### config.mk
export PLATFORM = sky130hd
export DESIGN_NAME = pc_sequencer
export DESIGN_NICKNAME = d
export VERILOG_FILES = /design/src/rtl/core_pkg.sv /design/src/rtl/sat_counter.sv /design/src/rtl/pc_sequencer.sv
export SDC_FILE = /design/constraint.sdc
export NUM_CORES = 1
export LEC_CHECK = 0
export CAP_MARGIN = 25
export CORE_MARGIN = 2
export CORE_UTILIZATION = 48
export CTS_BUF_LIST = sky130_fd_sc_hd__clkbuf_16
export DETAILED_ROUTE_END_ITERATION = 12
export GPL_ROUTABILITY_DRIVEN = 1
export PLACE_DENSITY_LB_ADDON = 0.1
export SYNTH_ARGS = -nofsm -noshare
export SYNTH_HDL_FRONTEND = slang
export SYNTH_SLANG_ARGS = --single-unit
### constraint.sdc
create_clock -name clk -period 2.05 [get_ports clk]
set_input_delay 0.41 -clock clk [delete_from_list [all_inputs] [get_ports clk]]
set_output_delay 0.41 -clock clk [all_outputs]
set_load 0.005 [all_outputs]
### src/rtl/core_pkg.sv
// Shared core definitions: run-sequencer state encoding and program geometry.
// Also used by the branch-target lookup and the instruction ROM, so the
// program length and address width are defined in exactly one place.
package core_pkg;

  // Run sequencer states
  typedef enum logic [1:0] {
    IDLE   = 2'd0,
    RUN    = 2'd1,
    HALTED = 2'd2
  } seq_state_t;

  // Fetch address width
  localparam int PC_W = 8;

  // Program end address; reaching it is a clean halt
  localparam int PROG_LEN = 64;

endpackage

### src/rtl/sat_counter.sv
// Saturating up-counter with synchronous clear. Holds at all-ones instead of
// wrapping, so a runaway program cannot make the retired count look small.
module sat_counter #(
  parameter int W = 16
) (
  input  logic         clk,
  input  logic         reset,
  input  logic         clr,
  input  logic         inc,
  output logic [W-1:0] q
);

  logic [W-1:0] r_q;
  logic         w_at_max;

  assign w_at_max = &r_q;

  // Count on inc until all-ones; clr wins over inc, reset wins over both
  always_ff @(posedge clk) begin
    if (reset) begin
      r_q <= '0;
    end else if (clr) begin
      r_q <= '0;
    end else if (inc && !w_at_max) begin
      r_q <= r_q + W'(1);
    end
  end

  assign q = r_q;

endmodule

### src/rtl/pc_sequencer.sv
// Program counter and start/done run sequencer for the single-issue core.
//
//   state  | meaning
//   -------+------------------------------------------------------------
//   IDLE   | after reset; waiting for start, all other inputs ignored
//   RUN    | fetching; one instruction retires per non-stalled cycle
//   HALTED | run finished (halt, end address, or out-of-range branch);
//          | outputs frozen until the next start
//
// The clean-halt and out-of-range decisions compare against PROG_LEN as a
// D-bit unsigned value. A branch exactly to PROG_LEN is treated like running
// off the end of the program (clean halt), only beyond it is a fault.
module pc_sequencer #(
  parameter int D        = core_pkg::PC_W,
  parameter int PROG_LEN = core_pkg::PROG_LEN,
  parameter int CNT_W    = 16
) (
  input  logic             clk,
  input  logic             reset,
  input  logic             start,
  input  logic             stall,
  input  logic             branch,
  input  logic [D-1:0]     target,
  input  logic             halt_req,
  output logic [D-1:0]     prog_ctr,
  output logic             running,
  output logic             done,
  output logic             fault,
  output logic [CNT_W-1:0] retired_cnt
);

  import core_pkg::*;

  // prog_ctr+1 must never wrap before hitting the end address
  if (PROG_LEN >= (2 ** D)) begin : g_prog_len_check
    $error("pc_sequencer: PROG_LEN must be below 2**D");
  end

  localparam logic [D-1:0] LP_END = D'(PROG_LEN);

  seq_state_t r_state;
  seq_state_t w_state_nxt;

  logic [D-1:0] r_pc;
  logic [D-1:0] w_pc_nxt;
  logic [D-1:0] w_pc_inc;
  logic         r_fault;
  logic         w_fault_nxt;
  logic         r_running;
  logic         r_done;
  logic         w_launch;
  logic         w_retire;

  assign w_pc_inc = r_pc + D'(1);

  // State register plus registered datapath and status flags
  always_ff @(posedge clk) begin
    if (reset) begin
      r_state   <= IDLE;
      r_pc      <= '0;
      r_fault   <= 1'b0;
      r_running <= 1'b0;
      r_done    <= 1'b0;
    end else begin
      r_state   <= w_state_nxt;
      r_pc      <= w_pc_nxt;
      r_fault   <= w_fault_nxt;
      r_running <= (w_state_nxt == RUN);
      r_done    <= (w_state_nxt == HALTED);
    end
  end

  // Next-state: start launches a run, halt / end address / branch at-or-past end stops it
  always_comb begin
    w_state_nxt = r_state;
    case (r_state)
      IDLE, HALTED: begin
        if (start) begin
          w_state_nxt = RUN;
        end
      end
      RUN: begin
        if (!stall) begin
          if (halt_req) begin
            w_state_nxt = HALTED;
          end else if (branch) begin
            if (target >= LP_END) begin
              w_state_nxt = HALTED;
            end
          end else if (w_pc_inc == LP_END) begin
            w_state_nxt = HALTED;
          end
        end
      end
      default: w_state_nxt = IDLE;
    endcase
  end

  // Outputs of the FSM: next prog_ctr, fault flag and retire-counter controls
  always_comb begin
    w_pc_nxt    = r_pc;
    w_fault_nxt = r_fault;
    w_launch    = 1'b0;
    w_retire    = 1'b0;
    case (r_state)
      IDLE, HALTED: begin
        if (start) begin
          w_launch    = 1'b1;
          w_pc_nxt    = '0;
          w_fault_nxt = 1'b0;
        end
      end
      RUN: begin
        if (!stall) begin
          w_retire = 1'b1;
          if (halt_req) begin
            w_pc_nxt = r_pc;
          end else if (branch) begin
            w_pc_nxt    = target;
            w_fault_nxt = (target > LP_END);
          end else begin
            w_pc_nxt = w_pc_inc;
          end
        end
      end
      default: begin
        w_pc_nxt    = '0;
        w_fault_nxt = 1'b0;
      end
    endcase
  end

  sat_counter #(
    .W(CNT_W)
  ) u_retired (
    .clk  (clk),
    .reset(reset),
    .clr  (w_launch),
    .inc  (w_retire),
    .q    (retired_cnt)
  );

  assign prog_ctr = r_pc;
  assign running  = r_running;
  assign done     = r_done;
  assign fault    = r_fault;

endmodule
; Word level (Yosys, flattened, before mapping)
; Cells that the tools add are included.
[word_totals]
input_bits = 14
reg_bits = 29
word_cells = 48
output_inout_bits = 27
[classes]
n_reduce_logical = 8
n_eq_ne = 9
mux = 21
add_sub_neg = 2
n_lt_le_gt_ge = 2
[ops]
columns = cell, n
row1 = 8-bit 2-to-1 mux, 4
row2 = "16-bit by 1-bit adder with 16-bit output, second input constant", 1
row3 = 8-bit case mux with 2 select lines, 1
row4 = 16-bit AND reduction, 1
row5 = 2-bit 2-to-1 mux, 6
row6 = "8-bit by 1-bit adder with 8-bit output, second input constant", 1
row7 = "8-bit by 7-bit == test with 1-bit output, second input constant", 1
row8 = "8-bit by 7-bit >= comparator with 1-bit output, second input constant", 1
row9 = "8-bit by 7-bit > comparator with 1-bit output, second input constant", 1
row10 = 1-bit 2-to-1 mux, 8
row11 = "2-bit != test, second input constant", 4
row12 = "2-bit by 1-bit == test with 1-bit output, second input constant", 2
row13 = "2-bit == test, second input constant", 2
row14 = 2-bit case mux with 2 select lines, 1
row15 = 4-bit AND reduction, 1
row16 = 2-bit OR reduction, 2
row17 = 3-bit AND reduction, 1
row18 = 2-bit zero test, 1
row19 = 1-bit case mux with 2 select lines, 1
row20 = 1-bit logical AND, 1
row21 = 1-bit zero test, 1

; Depth between registers and ports, before layout
; Gate-level depths: netlist of the first run.
[depth]
word_depth = 8
depth_mapped = 6
depth_no_buf = 6

; Hierarchy
; From an unflattened synthesis of the first run, not the netlist that was laid out.
[hier_totals]
hier_cells = 221
hier_area_um2 = 1788.0
[modules_own_cells]
columns = mod, seq_area_each_um2, cells_each, area_per_inst_um2, instances
row1 = sat_counter, 320.3, 110, 924.6, 1
row2 = pc_sequencer, 260.2, 111, 863.3, 1

; Worst setup path before layout of the first run
; No wires, ideal clock.
[synth_timing]
path_type = reg2reg
start = register r_pc[0] (netlist: prog_ctr[0])
end = register r_done (netlist: done)
n_path_buf = 0
t_arrival_ns = 1.732
required_ns = 1.964
period_less_slack_ns = 1.817
slack_ns = 0.233
path_stages_with_launch = 7
path_cell_list = dfxtp_1 -> ha_1 -> nand3_2 -> or3_4 -> a2111oi_4 -> nand2_2 -> a211oi_1
[synth_via]
elab_chain_len = 8
[synth_rtl]
columns = item, line
row1 = from (decl), pc_sequencer.sv:44  ; logic [D-1:0] r_pc;
row2 = from (signal assigned), pc_sequencer.sv:66  ; r_pc <= w_pc_nxt;
row3 = 8-bit by 1-bit adder with 8-bit output, pc_sequencer.sv:54  ; assign w_pc_inc = r_pc + D'(1);
row4 = 8-bit by 7-bit == test with 1-bit output, pc_sequencer.sv:90  ; end else if (w_pc_inc == LP_END) begin
row5 = 2-bit 2-to-1 mux, pc_sequencer.sv:90
row6 = 2-bit 2-to-1 mux, pc_sequencer.sv:86  ; end else if (branch) begin
row7 = 2-bit 2-to-1 mux, pc_sequencer.sv:84  ; if (halt_req) begin
row8 = 2-bit 2-to-1 mux, pc_sequencer.sv:83  ; if (!stall) begin
row9 = 2-bit case mux with 2 select lines, pc_sequencer.sv:76  ; case (r_state)
row10 = 2-bit == test, pc_sequencer.sv:69  ; r_done <= (w_state_nxt == HALTED);
row11 = to (signal assigned), pc_sequencer.sv:69
row12 = to (decl), pc_sequencer.sv:50  ; logic r_done;
; Every way passes these cells.
; A chain may end at the register's enable or synchronous reset.

; Worst setup path in the final report of the first run
[layout_timing]
start = register r_pc[1] (netlist: prog_ctr[1])
end = register r_running (netlist: running)
[layout_via]
elab_chain_len = 8
[layout_rtl]
columns = item, line
row1 = 8-bit by 1-bit adder with 8-bit output, pc_sequencer.sv:54
row2 = 8-bit by 7-bit == test with 1-bit output, pc_sequencer.sv:90
row3 = 2-bit 2-to-1 mux, pc_sequencer.sv:90
row4 = 2-bit 2-to-1 mux, pc_sequencer.sv:86
row5 = 2-bit 2-to-1 mux, pc_sequencer.sv:84
row6 = 2-bit 2-to-1 mux, pc_sequencer.sv:83
row7 = 2-bit case mux with 2 select lines, pc_sequencer.sv:76
row8 = 2-bit by 1-bit == test with 1-bit output, pc_sequencer.sv:68  ; r_running <= (w_state_nxt == RUN);
row9 = to (signal assigned), pc_sequencer.sv:68
row10 = to (decl), pc_sequencer.sv:49  ; logic r_running;
; Every way passes these cells.

==> metrics.md, run 1 <==
| Metric | Value |
|---|---|
| Fin crit period | 1.951 ns |
| Initial Utilization | 49.33% |
| Final hold vios | 0 |
| Antenna cells | 0 |
| Synth Instances | 200 |
| Critical Path Source Type | register |
| CTS tree | built |
| HP Class | reg2reg |
| Sequential power share | 34.5% |
| Detailed placer's ending HPWL | 3306 um |
| Ys async rst share | 0% |
| Simple-gate portion of the synthesized area | 31.58% |
| Vias in the first global route | 1690 |
| GR Util All Layers | 24.87% |
| Io pins | 41 |
| Critical Path AT | 2.08 ns |
| Unique masters post-synth | 45 |
| P_leak | 0.8415 nW |
| DP Worst Slack | -0.08139 ns |
| Critical path type | reg2reg |
| Seq cells post-synth | 29 |
| Total CTS buffers | 5 |
| First-pass GRT wire length | 7776 um |
| Post-synth EDFFs | 0 |
| Final setup vio count | 0 |
| Fraction of the mapped netlist area in adder cells | 1.544% |
| R2r setup slk | 0.1 ns |
| Internal | 0.001344 W |
| Worst slew margin | 67.82% |
| PD cells | 701.9 nW/um^2 |
| Post-CTS Setup Bufs | 0 |
| Post-CTS sizing | 0 |
| Final antenna-violating net count | 0 |
| Synth Area in XOR/XNOR | 7.027% |
| Clock latency on the worst-skew pair | 0.27 ns |
| Largest net degree at the start of global routing | 14 |
| Worst slew pin tran | 0.4783 ns |
| Drt via density | 5.573 |
| Post-CTS Hold Fix Bufs | 0 |
| Via count | 1722 |
| Clock sink count | 29 |
| Fmax | 0.5126 GHz |
| Initial antenna violation count | 0 |
| Syn_nets | 216 |
| Filler instances | 271 |
| Final WS setup | 0.09920 ns |
| Total gr overflow | 0 |
| Detailed Route Iter0 Violations | 176 |
| Syn Area/Cell | 8.102 sq um |
| Main synth FF type | dfxtp_1 |
| Root Driver | clkbuf_16 |
| Mux contribution to synthesized area | 1.853% |
| Clk buf depth | 2 |
| Tcrit/Tclk final | 95.16% |
| # rows | 21 |
| Register cell area after layout | 580.6 sq um |
| Die Y | 62.10 um |
| Max Cap Viol | 0 |
| Tightest hold margin | 0.4997 ns |
| CP required | 2.18 ns |
| Comb pwr share | 9.0% |
| Synth Cell Area | 1620 sq um |
| Largest family of logic cells by synthesized area | simple AND/OR/NAND/NOR gates |
| Final Cell Area | 2400 sq um |
| Psw | 0.0003406 W |
| H-tree depth | 2 |
| Final Power | 0.001685 W |
| Post-route DRC | 0 |
| Share of cells above drive strength 1 | 16.73% |
| Routed length per instance | 14.52 um |
| Clock Power Share | 56.5% |
| Die Span X | 62.10 um |
| RSZ-0062 raised after global routing | false |
| Synth warn | 0 |
| Placer congestion estimate | 0.9550 |
| Port Buffers | 40 |
| CTS clk-pin slew, worst paths | 0.05 ns |
| Multi-input logic area | 994.7 sq um |
| Worst Setup End Kind | register |
| Core Box Area | 3284 sq um |
| Die ar. | 3856 sq um |
| Final nets | 278 |
| Synth Area in Compound Gates | 19.38% |
| Maximum vdd drop | 0.4711 mV |
| Seq/Total Area, Yosys | 35.83% |
| Slew Viols, Final | 0 |
| Clock Skews | 0.002252 ns |
| Highest net fanout along the worst path | 4 |
| Status | finished, final reports clean |
| Final core occ | 73.07% |
| Post-DP Area | 2210 sq um |
| Sw frac | 20.22% |
| WL final | 4486 um |
| Synth-to-layout area growth | 48.11% |
| 1st-pass router iterations | 4 |
[cells by family (layout without fill, tap and decap cells)]
logic type / count (synthesis) / in the layout
compound gates: 44 / 44
xor+xnor: 13 / 13
fa+ha+maj: 2 / 2
buf+inv: 12 / 75
flops: 29 / 29
mux: 3 / 3
simple gates: 97 / 97
[state kept, by name (all words and copies together), names as in the netlist]
name / flops
r_state: 2
fault: 1
done: 1
u_retired.q: 16
running: 1
prog_ctr: 8
[final timing paths]
kind,start,endpoint,cells past startpoint
max,prog_ctr[1]$_SDFFE_PP0P_,running$_SDFF_PP0_,6
min reg2reg,fault$_SDFFE_PP0P_,fault$_SDFFE_PP0P_,2
min,fault$_SDFFE_PP0P_,fault$_SDFFE_PP0P_,2
max reg2reg,prog_ctr[1]$_SDFFE_PP0P_,running$_SDFF_PP0_,6
[metrics by stage]
stage	std cells	setup TNS (ns)
2_1_floorplan	200	0
3_3_place_gp	301	-0.006628
3_5_place_dp	301	-0.3019
4_1_cts	309	0
5_1_grt	309	0
6_report	309	0
[power by group through the flow]
| stage | Combinational [W] | Clock (W) | Sequential, W |
|---|---|---|---|
| 3_3_place_gp | 0.000145 | 0 | 0.000592 |
| 5_1_grt | 0.000166 | 0.000987 | 0.000582 |
| 3_5_place_dp | 0.000149 | 0 | 0.000592 |
| 4_1_cts | 0.000151 | 0.000964 | 0.000581 |
| 2_1_floorplan | 0.0000666 | 0 | 0.000592 |
| 6_report | 0.000152 | 0.000951 | 0.000581 |
[final cells by class]
class	instances	area share [%]
clock buffers	5	5.214
well taps	46	2.398
inverters	7	1.095
clock inverters	3	2.711
flip-flops and latches	29	24.19
multi-input cells	159	41.45
repair buffers	60	22.94
[worst max-delay path, stage by stage, from the launching register on]
cell	delay, ns
dfxtp_1	0.38
ha_1	0.23
nand3_2	0.10
or3_4	0.40
a2111oi_4	0.43
buf_4	0.18
a311oi_1	0.08
[routing by layer]
layer  part of all wire [%]  up-vias  global-route usage [%]  wire, um
met2                     47       57                   41.30      2105
met5                      0        -                       0         0
met3                    5.8        9                   5.435       261
li1                       -      852                       -         -
met1                     45      804                   32.49      2036
met4                    1.8        0                   7.500        82
[cell usage in the layout, fill, tap and decap left out, types with 3 or more instances in the layout]
cell,n
a211oi_1,6
xnor2_1,13
nor3_1,6
buf_4,20
nand3_1,5
clkdlybuf4s50_1,40
o21ai_0,9
nand4_1,5
or2_2,3
inv_1,7
a311oi_1,3
a21oi_1,13
nand2_1,22
nor4_1,6
dfxtp_1,29
clkbuf_16,5
nor2_1,30
mux2i_1,3
[cells in the mapped netlist, types with 2 or more instances]
library cell  instances  share of area [%]
mux2i_1               3                1.9
a31o_2                2                1.1
nand2b_1              2               0.77
xnor2_1              13                7.0
or2_2                 3                1.2
nand4_1               5                1.9
ha_1                  2                1.5
o31ai_1               2               0.93
nor2_1               30                6.9
clkbuf_1              4               0.93
or4_1                 2               0.93
nor4_1                6                2.3
dfxtp_1              29                 36
nor2b_1               2               0.77
o21ai_0               9                2.8
a211oi_1              6                2.8
nand3_1               5                1.5
nor3_1                6                1.9
and3_2                2               0.93
inv_1                 7                1.6
a21oi_1              13                4.0
a311oi_1              3                1.6
nand2_1              22                5.1
Power figures use the tool's default switching activity.
==> run 2, diff against run 1 <==
--- a/config.mk
+++ b/config.mk
@@ -11,6 +11,7 @@
 export CTS_BUF_LIST = sky130_fd_sc_hd__clkbuf_16
 export DETAILED_ROUTE_END_ITERATION = 12
 export GPL_ROUTABILITY_DRIVEN = 1
+export MAX_ROUTING_LAYER = met4
 export PLACE_DENSITY_LB_ADDON = 0.1
 export SYNTH_ARGS = -nofsm -noshare
 export SYNTH_HDL_FRONTEND = slang
==> metrics.md, run 2 (synthesis results as in run 1) <==
| Metric | Value |
|---|---|
| Status | finished, final reports clean |
| Initial antenna violation count | 0 |
| Via count | 1717 |
| Drt via density | 5.575 |
| DP Worst Slack | -0.05632 ns |
| Critical path's slowest cell | or3_4 |
| Max Cap Viol | 0 |
| Clock latency on the worst-skew pair | 0.28 ns |
| Hold Path Cell Cnt | 2 |
| Worst slew margin | 68.97% |
| P_leak | 0.8370 nW |
| Initial Utilization | 49.33% |
| H-tree depth | 2 |
| Final core occ | 72.84% |
| GR Layer Usage met3 | 5.616% |
| Post-CTS Hold Fix Bufs | 0 |
| Worst R2R End | running$_SDFF_PP0_ |
| Core Box Area | 3284 sq um |
| CP required | 2.18 ns |
| Fmax | 0.5206 GHz |
| Final antenna-violating net count | 0 |
| Fin cells | 308 |
| CTS clk-pin slew, worst paths | 0.05 ns |
| WL final | 4421 um |
| Die Y | 62.10 um |
| Met2 GRT Util | 41.17% |
| Placer congestion estimate | 0.9333 |
| Antenna cells | 0 |
| CTS tree | built |
| Reg2reg start | prog_ctr[1]$_SDFFE_PP0P_ |
| Synth-to-layout area growth | 47.64% |
| Final nets | 277 |
| Hold Path Sink | fault$_SDFFE_PP0P_ |
| Total CTS buffers | 5 |
| Final setup vio count | 0 |
| 1st-pass router iterations | 4 |
| Total gr overflow | 0 |
| HP Class | reg2reg |
| # rows | 21 |
| Fin crit period | 1.921 ns |
| First-pass GRT wire length | 7734 um |
| Detailed placer's ending HPWL | 3311 um |
| CP max stage delay | 0.40 ns |
| Placed cells | 300 |
| GR peak layer | met2 |
| PD cells | 702.6 nW/um^2 |
| Clock sink count | 29 |
| Final Cell Area | 2392 sq um |
| Highest net fanout along the worst path | 4 |
| Post-route DRC | 0 |
| Slew Viols, Final | 0 |
| Final WS setup | 0.1290 ns |
| Tcrit/Tclk final | 93.71% |
| Leading cell types in the layout, fill and taps excluded | 40 x clkdlybuf4s50_1, 30 x nor2_1, 29 x dfxtp_1 |
| Worst reg2reg path depth | 6 |
| GR Layer Usage met1 | 32.49% |
| Cell Chain, Critical Path | ha_1 > nand3_2 > or3_4 > a2111oi_4 > buf_4 > a311oi_1 |
| Post-CTS sizing | 0 |
| Clk buf depth | 2 |
| Largest net degree at the start of global routing | 14 |
| Routed length per instance | 14.35 um |
| Io pins | 41 |
| Root Driver | clkbuf_16 |
| Critical path type | reg2reg |
| Die ar. | 3856 sq um |
| Final hold vios | 0 |
| Critical Path AT | 2.05 ns |
| Vias in the first global route | 1688 |
| Detailed Route Iter0 Violations | 169 |
| Most common cell after layout, fill and taps aside | clkdlybuf4s50_1 |
| RSZ-0062 raised after global routing | false |
| Port Buffers | 40 |
| Post-DP Area | 2202 sq um |
| Hold Startpoint | fault$_SDFFE_PP0P_ |
| Worst slew pin tran | 0.4611 ns |
| Critical Path Source Type | register |
| Largest register FFs | 16 |
| Share of cells above drive strength 1 | 16.41% |
| Worst Setup End Kind | register |
| Filler instances | 281 |
| Die Span X | 62.10 um |
| R2r setup slk | 0.13 ns |
| Maximum vdd drop | 0.5694 mV |
| GR Util All Layers | 25.84% |
| Clock Skews | 0.002941 ns |
| Post-CTS Setup Bufs | 0 |
| Setup tns final | 0 ns |
run 2: cell types whose count changed in the layout (fill, tap and decap cells not counted):
| cell | change |
|---|---|
| buf_4 | -1 |
run 2: how the worst max path moves through the flow:
stage / start / to / depth (start not counted)
final: prog_ctr[1]$_SDFFE_PP0P_ / running$_SDFF_PP0_ / 6
after floorplan: prog_ctr[0]$_SDFFE_PP0P_ / done$_SDFF_PP0_ / 6
after CTS: prog_ctr[1]$_SDFFE_PP0P_ / running$_SDFF_PP0_ / 6
after detailed placement: stall / fault$_SDFFE_PP0P_ / 7
after global routing: stall / u_retired.q[12]$_SDFFE_PP0P_ / 7
after global placement: stall / u_retired.q[12]$_SDFFE_PP0P_ / 7
run 2: cell type report:
type	count	area, sq um	share of cell area [%]
clock inverter	3	65.06	2.720
tap	46	57.56	2.406
inverter	7	26.28	1.098
sequential	29	580.6	24.27
clock buffer	5	125.1	5.230
multi-input combinational	159	994.7	41.58
timing repair buffer	59	543.0	22.70
run 2: worst max-delay path: cells and delay by family (launching register included):
family          cells  cell delay (ns)
buf+inv             1             0.18
compound gates      2             0.48
flops               1             0.39
simple gates        2             0.50
fa+ha+maj           1             0.24
run 2: routing by layer:
layer / part of all wire [%] / vias up
met3: 4.6 / 6
met1: 46 / 827
met4: 1.4 / 0
met5: 0 / -
met2: 48 / 38
li1: - / 846
run 2: where the power goes:
group	switching (W)	total [W]	leakage, nW	internal [W]
Sequential	0.00000817	0.000581	0.234	0.000573
Combinational	0.0000730	0.000149	0.509	0.0000762
Clock	0.000258	0.000950	0.0938	0.000693
run 2: per-stage QoR:
step / hold slack (ns) / total power, W
2_1_floorplan: 0.4700 / 0.0006590
3_3_place_gp: 0.4746 / 0.0007349
3_5_place_dp: 0.4873 / 0.0007392
5_1_grt: 0.4961 / 0.001732
4_1_cts: 0.4860 / 0.001694
6_report: 0.4868 / 0.001681
==> run 3, diff against run 2 <==
--- a/config.mk
+++ b/config.mk
@@ -11,6 +11,7 @@
 export CTS_BUF_LIST = sky130_fd_sc_hd__clkbuf_16
 export DETAILED_ROUTE_END_ITERATION = 12
 export GPL_ROUTABILITY_DRIVEN = 1
+export HOLD_SLACK_MARGIN = 0.1
 export MAX_ROUTING_LAYER = met4
 export PLACE_DENSITY_LB_ADDON = 0.1
 export SYNTH_ARGS = -nofsm -noshare
==> results of run 3 <==
Same layout as run 2: the final DEF is identical, and so are final timing and power.
